==> src/rtl/tff_counter_bank.sv <==
// WIDTH-bit T-FF register bank: raw toggle bank or modulo up/down counter with
// synchronous load, wrap/saturate limits, a terminal-event pulse and sticky overflow.
module tff_counter_bank #(
  parameter int unsigned WIDTH    = 8,
  parameter int unsigned MAX_VAL  = 255,
  parameter bit          SATURATE = 1'b0,
  parameter int unsigned RST_VAL  = 0
) (
  input  logic             clk,
  input  logic             rst,
  input  logic             en,
  input  logic [1:0]       mode,
  input  logic [WIDTH-1:0] t_vec,
  input  logic             load,
  input  logic [WIDTH-1:0] load_val,
  input  logic             clr_ovf,
  output logic [WIDTH-1:0] q,
  output logic             evt,
  output logic             ovf
);

  localparam logic [WIDTH-1:0] MaxV = WIDTH'(MAX_VAL);
  localparam logic [WIDTH-1:0] RstV = WIDTH'(RST_VAL);
  localparam logic [WIDTH-1:0] Zero = '0;
  localparam logic [WIDTH-1:0] One  = WIDTH'(1);

  localparam logic [1:0] ModeToggle = 2'b00;
  localparam logic [1:0] ModeUp     = 2'b01;
  localparam logic [1:0] ModeDown   = 2'b10;

  if (WIDTH < 1 || MAX_VAL < 1 || RST_VAL > MAX_VAL ||
      longint'(MAX_VAL) >= (longint'(1) << WIDTH)) begin : g_param_check
    $error("tff_counter_bank: illegal WIDTH/MAX_VAL/RST_VAL combination");
  end

  logic [WIDTH-1:0] q_next;
  logic             evt_next;
  logic             ovf_next;

  always_comb begin
    q_next   = q;
    evt_next = 1'b0;
    if (load) begin
      q_next = load_val;
    end else if (en) begin
      unique case (mode)
        ModeToggle: q_next = q ^ t_vec;
        ModeUp: begin
          if (q < MaxV) begin
            q_next = q + One;
          end else begin
            q_next   = SATURATE ? MaxV : Zero;
            evt_next = 1'b1;
          end
        end
        ModeDown: begin
          if (q == Zero) begin
            q_next   = SATURATE ? Zero : MaxV;
            evt_next = 1'b1;
          end else if (q > MaxV) begin
            // Out-of-range value (from load/toggle) snaps back to the ceiling silently.
            q_next = MaxV;
          end else begin
            q_next = q - One;
          end
        end
        default: q_next = q;
      endcase
    end
    ovf_next = (ovf & ~clr_ovf) | evt_next;
  end

  always_ff @(posedge clk or posedge rst) begin
    if (rst) begin
      q   <= RstV;
      evt <= 1'b0;
      ovf <= 1'b0;
    end else begin
      q   <= q_next;
      evt <= evt_next;
      ovf <= ovf_next;
    end
  end

endmodule

==> config.mk <==
export PLATFORM = sky130hd
export DESIGN_NAME = tff_counter_bank
export DESIGN_NICKNAME = d
export VERILOG_FILES = /design/src/rtl/tff_counter_bank.sv
export SDC_FILE = /design/constraint.sdc
export NUM_CORES = 1
export LEC_CHECK = 0
export ABC_AREA = 1
export CAP_MARGIN = 20
export CORE_MARGIN = 8
export CORE_UTILIZATION = 35
export CTS_BUF_LIST = sky130_fd_sc_hd__clkbuf_16
export DETAILED_ROUTE_END_ITERATION = 12
export PLACE_DENSITY_LB_ADDON = 0.3
export SYNTH_ARGS = -nofsm -noshare
export SYNTH_HDL_FRONTEND = slang
export SYNTH_SLANG_ARGS = --single-unit
==> constraint.sdc <==
create_clock -name clk -period 4 [get_ports clk]
set_input_delay 0.4 -clock clk [delete_from_list [all_inputs] [get_ports clk]]
set_output_delay 0.4 -clock clk [all_outputs]
set_load 0.01 [all_outputs]
# After elaboration in Yosys (flattened, before gate mapping)
# Index checks and enable logic that the tools add are counted.
# totals
regBits	10
output_inout_bits	10
# classes
addsub	2
n_mux	11
bitwise_logic	4
reduce_logical	5
n_lt_le_gt_ge	2
eq_ne	2
# ops
operator	count
$mux 8	5
$pmux 8 s3	1
$add 8x1->8 const B	1
$gt 8x8->1 const B	1
$logic_not 8->1	1
$lt 8x8->1 const B	1
$sub 8x1->8 const B	1
$xor 8x8->8	1
$mux 1	4
$reduce_bool 4->1	1
$eq 2x1->1 const B	1
$eq 2x2->1 const B	1
$logic_not 2->1	1
$pmux 1 s2	1
$reduce_and 2->1	1
$reduce_bool 2->1	1
$and 1x1->1	1
$not 1->1	1
$or 1x1->1	1

# Longest topological paths before layout
# Gate-level depths: netlist of the first run.
# logic_depth
ltp_word	6
ltp_mapped	12
mapped_depth_nobuf	12

# Worst setup path after synthesis of the first run
# Ideal clock, no wire load.
# synth_path
kind	reg-to-reg
startpoint	register q[0]
endpoint	register q[4]
setup_ns	0.116
path_buffers	0
stages_incl_launch_ff	11
required_ns	3.884
arrival_ns	1.433
path_slack_ns	2.450
period_less_slack_ns	1.550
path_cell_list	dfrtp_1 inv_1 ha_1 nand3_1 nor2_4 nor2_2 nand3_1 o21ai_1 nand2_1 nand2_1 nand2_1
# synth_via
elab_chain_len	6
word_cells_on_any_way	11
cone_classes	2 x add/sub; 2 x order compare; 6 x mux; 1 x reduce/logical
# synth_rtl
item	line_no	source
start, declared	17	output logic [WIDTH-1:0] q,
start signal, assigned	75	q <= RstV;
start signal, assigned	79	q <= q_next;
$sub 8x1->8 or $gt 8x8->1 (tied branches)	64, 60	
$mux 8	60	end else if (q > MaxV) begin
$mux 8	57	if (q == Zero) begin
$pmux 8 s3 *	46	unique case (mode)
$mux 8 *	45	end else if (en) begin
$mux 8 *	43	if (load) begin
# Mark *: on every way between the ends. The rest lies on a longest branch, timed or not. The select of a mux whose other input is x is not followed.
# A chain may end at the register's enable or synchronous reset.

# Final worst setup path of the first run
# layout_path
startpoint	input port mode[0]
endpoint	register q[1]
# layout_via
elab_chain_len	4
word_cells_on_any_way	8
cone_classes	2 x eq/ne; 3 x mux; 3 x reduce/logical
# layout_rtl
item	line_no	source
start, declared	12	input logic [1:0] mode,
$eq 2x2->1, or another cell as far along	46	
$pmux 8 s3	46	
$mux 8	45	
$mux 8	43	
# Parallel ways exist; a longest one is shown, timed or not. The select of a mux whose other input is x is not followed.

==> flow_summary.json, run 1 <==
{
  "gp_congestion": 0.923,
  "status": "finished, final reports clean",
  "final-max-slew-violation-count": 0,
  "skew_ps": 3.00,
  "drt_wl_total_um": 3530,
  "pwr-share-comb_pct": 39.8,
  "p_per_area_nw_per_um2": 339,
  "ys_types": 31,
  "p_total_uw": 562,
  "wl_per_cell_um": 13.3,
  "required_ps": 4100,
  "dr_total_vias": 1275,
  "grt_max_degree": 15,
  "ir_drop_uv": 203,
  "die_w_um": 76.3,
  "drt.antenna.violating_nets": 0,
  "ctsResizeCount": 0,
  "fillers": 371,
  "multi_input_area_um2": 871,
  "cp-end-kind": "flop",
  "cts_buffers": 3,
  "die_y_um": 76.3,
  "setup_viol": 0,
  "rsz0062_at_grt": "false",
  "crit_path_max_fanout": 13,
  "synth-seq-cells": 10,
  "drc": 0,
  "grt_pass1_wl_um": 6070,
  "yosysSeqAreaShare_pct": 19.7,
  "antenna_found_initial": 0,
  "synth.net_count": 220,
  "n_antenna_cell": 0,
  "seqCellArea_um2": 250,
  "crit_type": "input pin to flop",
  "clkSinkCount": 10,
  "fp.coreArea_um2": 3580,
  "clock.fmax_mhz": 457,
  "ys.flop_type": "dfrtp_1",
  "intPower_uw": 349,
  "grt_usage_pct": 12.4,
  "slew_headroom_pct": 56.0,
  "layout_setup_ws_ps": 1810,
  "dr.pass1.iters": 4,
  "cp.arrival_ps": 2290,
  "switching_power_uw": 213,
  "synth_edf_count": 0,
  "syn_avg_cell_area_um2": 6.66,
  "switching_share_pct": 38.0,
  "grt_remaining_overflow": 0,
  "drt_iter0_drc": 82,
  "htreeDepth": 1,
  "ios": 33,
  "ys_warn_count": 0,
  "pre_cts_slack_ps": 1600,
  "worstMarginPinSlew_ps": 660,
  "hold_class": "input pin to asynchronous set/reset pin",
  "min_period_ps": 2190,
  "cts_tree": "built",
  "drive_above_1_share_pct": 14.3,
  "async_flop_share_pct": 100,
  "cts_setup_buffers": 0,
  "grt_pass1_vias": 1267,
  "clk-insertion-delay-late_ps": 230,
  "clkPwrFrac_pct": 30.4,
  "clkTransAtPathRegs_ps": 40,
  "areaGrowthSynthToFinish_pct": 30.2,
  "maxCapViolCount": 0,
  "nNetsFinal": 248,
  "power.leakage_uw": 0.000730,
  "cts_hold_buffers": 0,
  "clock_path_buffers": 2,
  "tns_ps": 0,
  "start_util_pct": 35.6,
  "hpwl_um": 2820,
  "num_rows": 22,
  "netlist_area_um2": 1270,
  "numPortBuffers": 32,
  "period_share_pct": 54.7,
  "seq_power_share_pct": 29.8,
  "cts-root-buf": "clkbuf_16",
  "synthCells": 191,
  "die_area_um2": 5820,
  "start_kind": "input pin",
  "hold_viol_final": 0,
  "viasPerCell": 4.81
}
## registers in the layout (all words and copies together), names as in the netlist
signal  flops
ovf         1
q           8
evt         1
## cells in the final DEF (no fill, tap or decap)
| cell | count |
|---|---|
| a21boi_2 | 1 |
| a21oi_1 | 6 |
| a21oi_2 | 1 |
| a22oi_1 | 1 |
| clkbuf_16 | 3 |
| clkdlybuf4s50_1 | 32 |
| clkinv_2 | 1 |
| dfrtp_1 | 10 |
| ha_1 | 6 |
| inv_1 | 17 |
| inv_2 | 3 |
| nand2_1 | 48 |
| nand2_2 | 3 |
| nand2_4 | 2 |
| nand3_1 | 25 |
| nand3_2 | 1 |
| nand3_4 | 1 |
| nand4_1 | 1 |
| nor2_1 | 20 |
| nor2_2 | 7 |
| nor2_4 | 4 |
| nor2_8 | 1 |
| nor3_2 | 1 |
| o211ai_1 | 2 |
| o21ai_0 | 6 |
| o21ai_1 | 3 |
| o22ai_2 | 1 |
| o31ai_2 | 1 |
| xnor2_1 | 4 |
| xor2_1 | 5 |
## synthesized netlist by cell type (4+ instances only)
cell type | n | area share [%]
xor2_1 | 5 | 3.4
nor2_2 | 7 | 3.4
xnor2_1 | 4 | 2.8
a21oi_1 | 6 | 2.4
nand3_1 | 25 | 9.8
o21ai_0 | 6 | 2.4
ha_1 | 6 | 5.9
inv_1 | 17 | 5.0
nor2_1 | 20 | 5.9
nand2_1 | 48 | 14
nor2_4 | 4 | 3.5
dfrtp_1 | 10 | 20
## power by group through the flow
stage	clock [uW]	combinational, uW	sequential [uW]
floorplan	0	185	136
finish	171	224	167
CTS	175	225	167
global placement	0	225	169
global route	179	251	171
detailed placement	0	223	169
## metrics by stage
step	area, um^2	util [%]	hold WS, ps	std cells
CTS	1660	46.3	454	265
global route	1660	46.3	495	265
detailed placement	1580	44.2	552	262
floorplan	1270	-	240	191
global placement	1580	44.2	544	262
finish	1660	46.3	448	265
## final cells by class
class	count	share of cell area (%)
Multi-Input combinational cell	151	52.6
Timing Repair Buffer	32	19.3
Sequential cell	10	15.1
Inverter	21	4.83
Clock buffer	3	4.53
Tap cell	48	3.63
## critical path, stage by stage
cell and delay (ps):
clkdlybuf4s50_1 480, inv_1 60, ha_1 320, inv_2 130, a21boi_2 80, nor2_2 410, inv_1 170, o211ai_1 130
o21ai_0 110
## per-layer routing
| layer | GRT usage (%) | vias to the layer above | share of wire, % |
|---|---|---|---|
| met4 | 2.88 | 0 | 0.65 |
| li1 | - | 665 | - |
| met1 | 16.3 | 565 | 51 |
| met2 | 19.7 | 43 | 43 |
| met3 | 3.18 | 2 | 5.6 |
| met5 | 0 | - | 0 |
## kinds of logic (layout without fill, tap and decap cells)
kind of cell	after synthesis	after routing	share of synthesized area, %
xor+xnor	9	9	6.19
flops	10	10	19.7
fa+ha+maj	6	6	5.90
compound gates	22	22	11.2
simple gates	114	114	45.1
buf+inv	30	56	11.9
## path summary, 6_finish.rpt
path | start | endpoint | cells after the start | slack (ps)
worst max-delay path | mode[0] | q[1] | 9 | 1810
min in group clk | ovf | ovf | 2 | 560
worst min register to register | ovf | ovf | 2 | 560
worst min-delay path | rst | q[6] | 2 | 450
max in group asynchronous | rst | q[4] | 2 | 3270
worst max register to register | q[0] | q[6] | 10 | 2230
No activity file was read; power rests on OpenSTA's default activity.
==> inputs of run 2 (changes only) <==
==> constraint.sdc (replaced) <==
create_clock -name clk -period 1.9 [get_ports clk]
set_input_delay 0.19 -clock clk [delete_from_list [all_inputs] [get_ports clk]]
set_output_delay 0.19 -clock clk [all_outputs]
set_load 0.01 [all_outputs]
==> run 2 against run 1 <==
Against the previous run: power increased by 120%; combinational power increased by 130%; sequential power increased by 100%; largest power group unchanged.
==> flow_summary.json, run 2 (synthesis gave the netlist of run 1 again) <==
{
  "maxUsedRoutingLayer": "met3",
  "worstMarginPinSlew_ps": 659,
  "grt_pass1_wl_um": 5940,
  "cts_tree": "built",
  "slew_headroom_pct": 56.1,
  "r2r_end": "q[4]",
  "grt_max_degree": 15,
  "clkTransAtPathRegs_ps": 40,
  "switching_power_uw": 456,
  "crit_path_end": "q[2]",
  "path_cells": "clkdlybuf4s50_1",
  "ff2ff_path_depth": 10,
  "drc": 0,
  "critPathLaunch": "q[2]",
  "antenna_found_initial": 0,
  "areaGrowthSynthToFinish_pct": 34.9,
  "dr_total_vias": 1277,
  "layout_setup_ws_ps": 56.1,
  "seq_power_share_pct": 28.1,
  "power.leakage_uw": 0.000769,
  "min_period_ps": 1840,
  "wl_per_cell_um": 12.9,
  "clock.fmax_mhz": 542,
  "numPortBuffers": 32,
  "num_rows": 22,
  "cp_num_buf_inv": 1,
  "clk-insertion-delay-late_ps": 230,
  "grt_pass1_vias": 1191,
  "htreeDepth": 1,
  "met3_length_um": 206,
  "crit_family": "flip-flops",
  "final_cell_mix": "nand2_1, clkdlybuf4s50_1, nand3_1",
  "setup_viol": 0,
  "period_share_pct": 97.0,
  "top_register": "q",
  "pre_cts_slack_ps": 56.7,
  "hold_class": "input pin to asynchronous set/reset pin",
  "required_ps": 1710,
  "cts_setup_buffers": 0,
  "clkSinkCount": 10,
  "largest_reg_flops": 8,
  "drive_above_1_share_pct": 17.3,
  "cp-end-kind": "primary output",
  "intPower_uw": 758,
  "final_common_cell": "nand2_1",
  "slowest_stage": "dfrtp_1",
  "p_total_uw": 1210,
  "n_antenna_cell": 0,
  "crit_type": "flop to primary output",
  "nNetsFinal": 256,
  "clkPwrFrac_pct": 29.8,
  "die_y_um": 76.3,
  "r2r_slack_ps": 240,
  "tns_ps": 0,
  "seqCellArea_um2": 250,
  "ctsResizeCount": 0,
  "ir_drop_uv": 399,
  "pwr-share-comb_pct": 42.1,
  "skew_ps": 2.17,
  "cts_buffers": 3,
  "stdcell_count": 273,
  "reg_top3": "q: 8 flops, evt: 1 flops, ovf: 1 flops",
  "final-max-slew-violation-count": 0,
  "rsz0062_at_grt": "false",
  "p_per_area_nw_per_um2": 707,
  "hpwl_um": 2840,
  "die_area_um2": 5820,
  "critical_path_depth": 1,
  "crit_path_max_fanout": 10,
  "fillers": 384,
  "hold_viol_final": 0,
  "place_area_um2": 1640,
  "grt_usage_pct": 12.1,
  "fp.coreArea_um2": 3580,
  "drt_wl_total_um": 3530,
  "ios": 33,
  "cp.arrival_ps": 1650,
  "viasPerCell": 4.68,
  "maxCapViolCount": 0,
  "start_util_pct": 35.6,
  "post-place-cells": 270,
  "status": "finished, final reports clean",
  "gp_congestion": 0.893,
  "cts_hold_buffers": 0,
  "dr_wl_met2_um": 1570,
  "wl_met1_um": 1750,
  "grt_remaining_overflow": 0,
  "switching_share_pct": 37.6,
  "drt_iter0_drc": 121,
  "drt.antenna.violating_nets": 0,
  "slowest_delay_ps": 750,
  "post-route-cell-area_um2": 1720,
  "die_w_um": 76.3,
  "cts-root-buf": "clkbuf_16",
  "dr.pass1.iters": 4,
  "rr_startpoint": "q[1]",
  "multi_input_area_um2": 871,
  "start_kind": "flop",
  "clock_path_buffers": 2
}
-- run 2: cell count changes in the layout (fill, tap and decap cells not counted) --
cell / delta
buf_4: +8
-- run 2: worst min path at each step --
stage / from / endpoint / slack, ps / cells past startpoint
global route: rst / evt / 280 / 2
floorplan: rst / evt / 30 / 1
detailed placement: rst / evt / 500 / 2
CTS: rst / q[3] / 260 / 2
finish: rst / q[7] / 250 / 2
global placement: rst / evt / 500 / 2
-- run 2: routing by layer --
| layer | vias to the layer above | track usage, % |
|---|---|---|
| met5 | - | 0 |
| met4 | 0 | 1.73 |
| met3 | 0 | 3.42 |
| met2 | 40 | 18.5 |
| met1 | 562 | 16.7 |
| li1 | 675 | - |
-- run 2: layout make-up --
type	instances	area share, %
well taps	48	3.50
flip-flops and latches	10	14.6
inverters	21	4.66
clock buffers	3	4.37
multi-input cells	151	50.7
repair buffers	40	22.2
-- run 2: stage by stage --
step / utilization (%) / hold WS, ps
5_1_grt: 48.0 / 280
3_5_place_dp: 45.9 / 501
6_report: 48.0 / 246
2_1_floorplan: - / 30.2
3_3_place_gp: 45.9 / 498
4_1_cts: 48.0 / 259
-- run 2: power by group through the flow --
stage | clock [uW] | sequential, uW | combinational (uW)
detailed placement | 0 | 343 | 510
floorplan | 0 | 286 | 389
finish | 362 | 341 | 511
global placement | 0 | 344 | 510
CTS | 367 | 340 | 513
global route | 379 | 347 | 569
==> inputs of run 3 (changes only) <==
--- a/config.mk
+++ b/config.mk
@@ -6,11 +6,11 @@
 export NUM_CORES = 1
 export LEC_CHECK = 0
 export ABC_AREA = 1
-export CAP_MARGIN = 20
 export CORE_MARGIN = 8
 export CORE_UTILIZATION = 35
 export CTS_BUF_LIST = sky130_fd_sc_hd__clkbuf_16
 export DETAILED_ROUTE_END_ITERATION = 12
+export GPL_TIMING_DRIVEN = 0
 export PLACE_DENSITY_LB_ADDON = 0.3
 export SYNTH_ARGS = -nofsm -noshare
 export SYNTH_HDL_FRONTEND = slang
==> run 3 against run 2 <==
Against the previous run: count of clock-buffer cells in the layout unchanged; critical path depth up 10; utilization grew 0.59 points; global-route usage is 0.082 points higher; power is 0.81% higher; worst setup slack improved by 150 ps; hold slack lost 6.4 ps; critical endpoint is now q[2]; highest routed layer is now met4.
==> flow_summary.json, run 3 (synthesis gave the netlist of run 1 again) <==
{
  "status": "finished, final reports clean",
  "clkSinkCount": 10,
  "start_util_pct": 35.6,
  "met3_length_um": 189,
  "die_y_um": 76.3,
  "grt_pass1_vias": 1314,
  "drt_iter0_drc": 86,
  "grt_max_degree": 11,
  "period_share_pct": 89.0,
  "final_cell_mix": "nand2_1, clkdlybuf4s50_1, nand3_1",
  "cts_tree": "built",
  "min_period_ps": 1690,
  "worstMarginPinSlew_ps": 396,
  "cts_hold_buffers": 0,
  "nNetsFinal": 257,
  "grt_remaining_overflow": 0,
  "grt_pass1_wl_um": 6050,
  "hold_class": "input pin to asynchronous set/reset pin",
  "final-max-slew-violation-count": 0,
  "dr.pass1.iters": 4,
  "p_per_area_nw_per_um2": 704,
  "stdcell_count": 274,
  "areaGrowthSynthToFinish_pct": 36.6,
  "cp.arrival_ps": 1810,
  "ir_drop_uv": 407,
  "power.leakage_uw": 0.000772,
  "top_register": "q",
  "largest_reg_flops": 8,
  "required_ps": 2020,
  "skew_ps": 1.16,
  "clock_path_buffers": 2,
  "dr_total_vias": 1304,
  "start_kind": "input pin",
  "maxUsedRoutingLayer": "met4",
  "fp.coreArea_um2": 3580,
  "die_area_um2": 5820,
  "num_rows": 22,
  "ios": 33,
  "clkTransAtPathRegs_ps": 40,
  "crit_type": "input pin to flop",
  "drt.antenna.violating_nets": 0,
  "viasPerCell": 4.76,
  "seqCellArea_um2": 253,
  "antenna_found_initial": 0,
  "wl_per_cell_um": 12.2,
  "reg_top3": "q: 8 flops, evt: 1 flops, ovf: 1 flops",
  "drive_above_1_share_pct": 19.5,
  "post-place-cells": 271,
  "cts_setup_buffers": 0,
  "cts-root-buf": "clkbuf_16",
  "clk-insertion-delay-late_ps": 230,
  "rsz0062_at_grt": "false",
  "setup_viol": 0,
  "hold_viol_final": 0,
  "hpwl_um": 2680,
  "dr_wl_met2_um": 1460,
  "fillers": 356,
  "ctsResizeCount": 0,
  "cp-end-kind": "flop",
  "final_common_cell": "nand2_1",
  "grt_usage_pct": 12.2,
  "n_antenna_cell": 0,
  "crit_path_max_fanout": 10,
  "maxCapViolCount": 0,
  "drc": 0,
  "die_w_um": 76.3,
  "clock.fmax_mhz": 591,
  "drt_wl_total_um": 3350,
  "numPortBuffers": 32,
  "slew_headroom_pct": 73.5,
  "wl_met1_um": 1650,
  "htreeDepth": 1,
  "gp_congestion": 0.926,
  "p_total_uw": 1220,
  "cts_buffers": 3,
  "multi_input_area_um2": 878
}
[run 3: cell count changes in the layout (fill, tap and decap cells not counted), sizes merged]
cell,delta
buf,+1
[run 3: worst paths after layout]
kind / start / to / slack [ps] / depth (start not counted)
worst max-delay path: mode[0] / q[2] / 210 / 11
worst min-delay path: rst / q[6] / 240 / 2
worst max register to register: q[0] / q[4] / 290 / 9
worst min register to register: ovf / ovf / 550 / 2
max in group asynchronous: rst / q[1] / 1360 / 2
min in group clk: clr_ovf / ovf / 550 / 2
[run 3: cell type report]
| type | instances | area share (%) |
|---|---|---|
| inverter | 21 | 4.61 |
| clock buffer | 3 | 4.32 |
| sequential | 10 | 14.5 |
| multi-input combinational | 151 | 50.5 |
| buffer | 9 | 4.10 |
| timing repair buffer | 32 | 18.4 |
| tap | 48 | 3.46 |
[run 3: per-layer routing]
metal | vias up | GRT usage [%]
li1 | 686 | -
met1 | 579 | 15.9
met5 | - | 0
met4 | 0 | 2.88
met3 | 4 | 3.42
met2 | 35 | 19.3
[run 3: worst max-delay path, cell delays in order]
cell and delay (ps):
clkdlybuf4s50_1 480, inv_1 60, ha_1 190, buf_4 170
inv_2 90, a21boi_2 80, nor2_2 140, buf_2 240
nor2_1 60, nand2_1 60, nand2_1 50
[run 3: through the flow]
stage	util, %	area [um^2]	setup TNS [ps]	hold WS [ps]	setup slack [ps]
4_1_cts	48.3	1730	0	253	66.6
2_1_floorplan	-	1270	0	30.2	350
3_3_place_gp	46.2	1650	-557	501	-170
5_1_grt	48.6	1740	0	300	24.0
6_report	48.6	1740	0	240	208
3_5_place_dp	46.2	1650	-617	498	-181
[run 3: power breakdown]
part           internal [uW]  total (uW)  leakage [uW]  switching (uW)
combinational            259         588      0.000613             329
clock                    272         359     0.0000370            87.1
sequential               243         277      0.000122            33.3
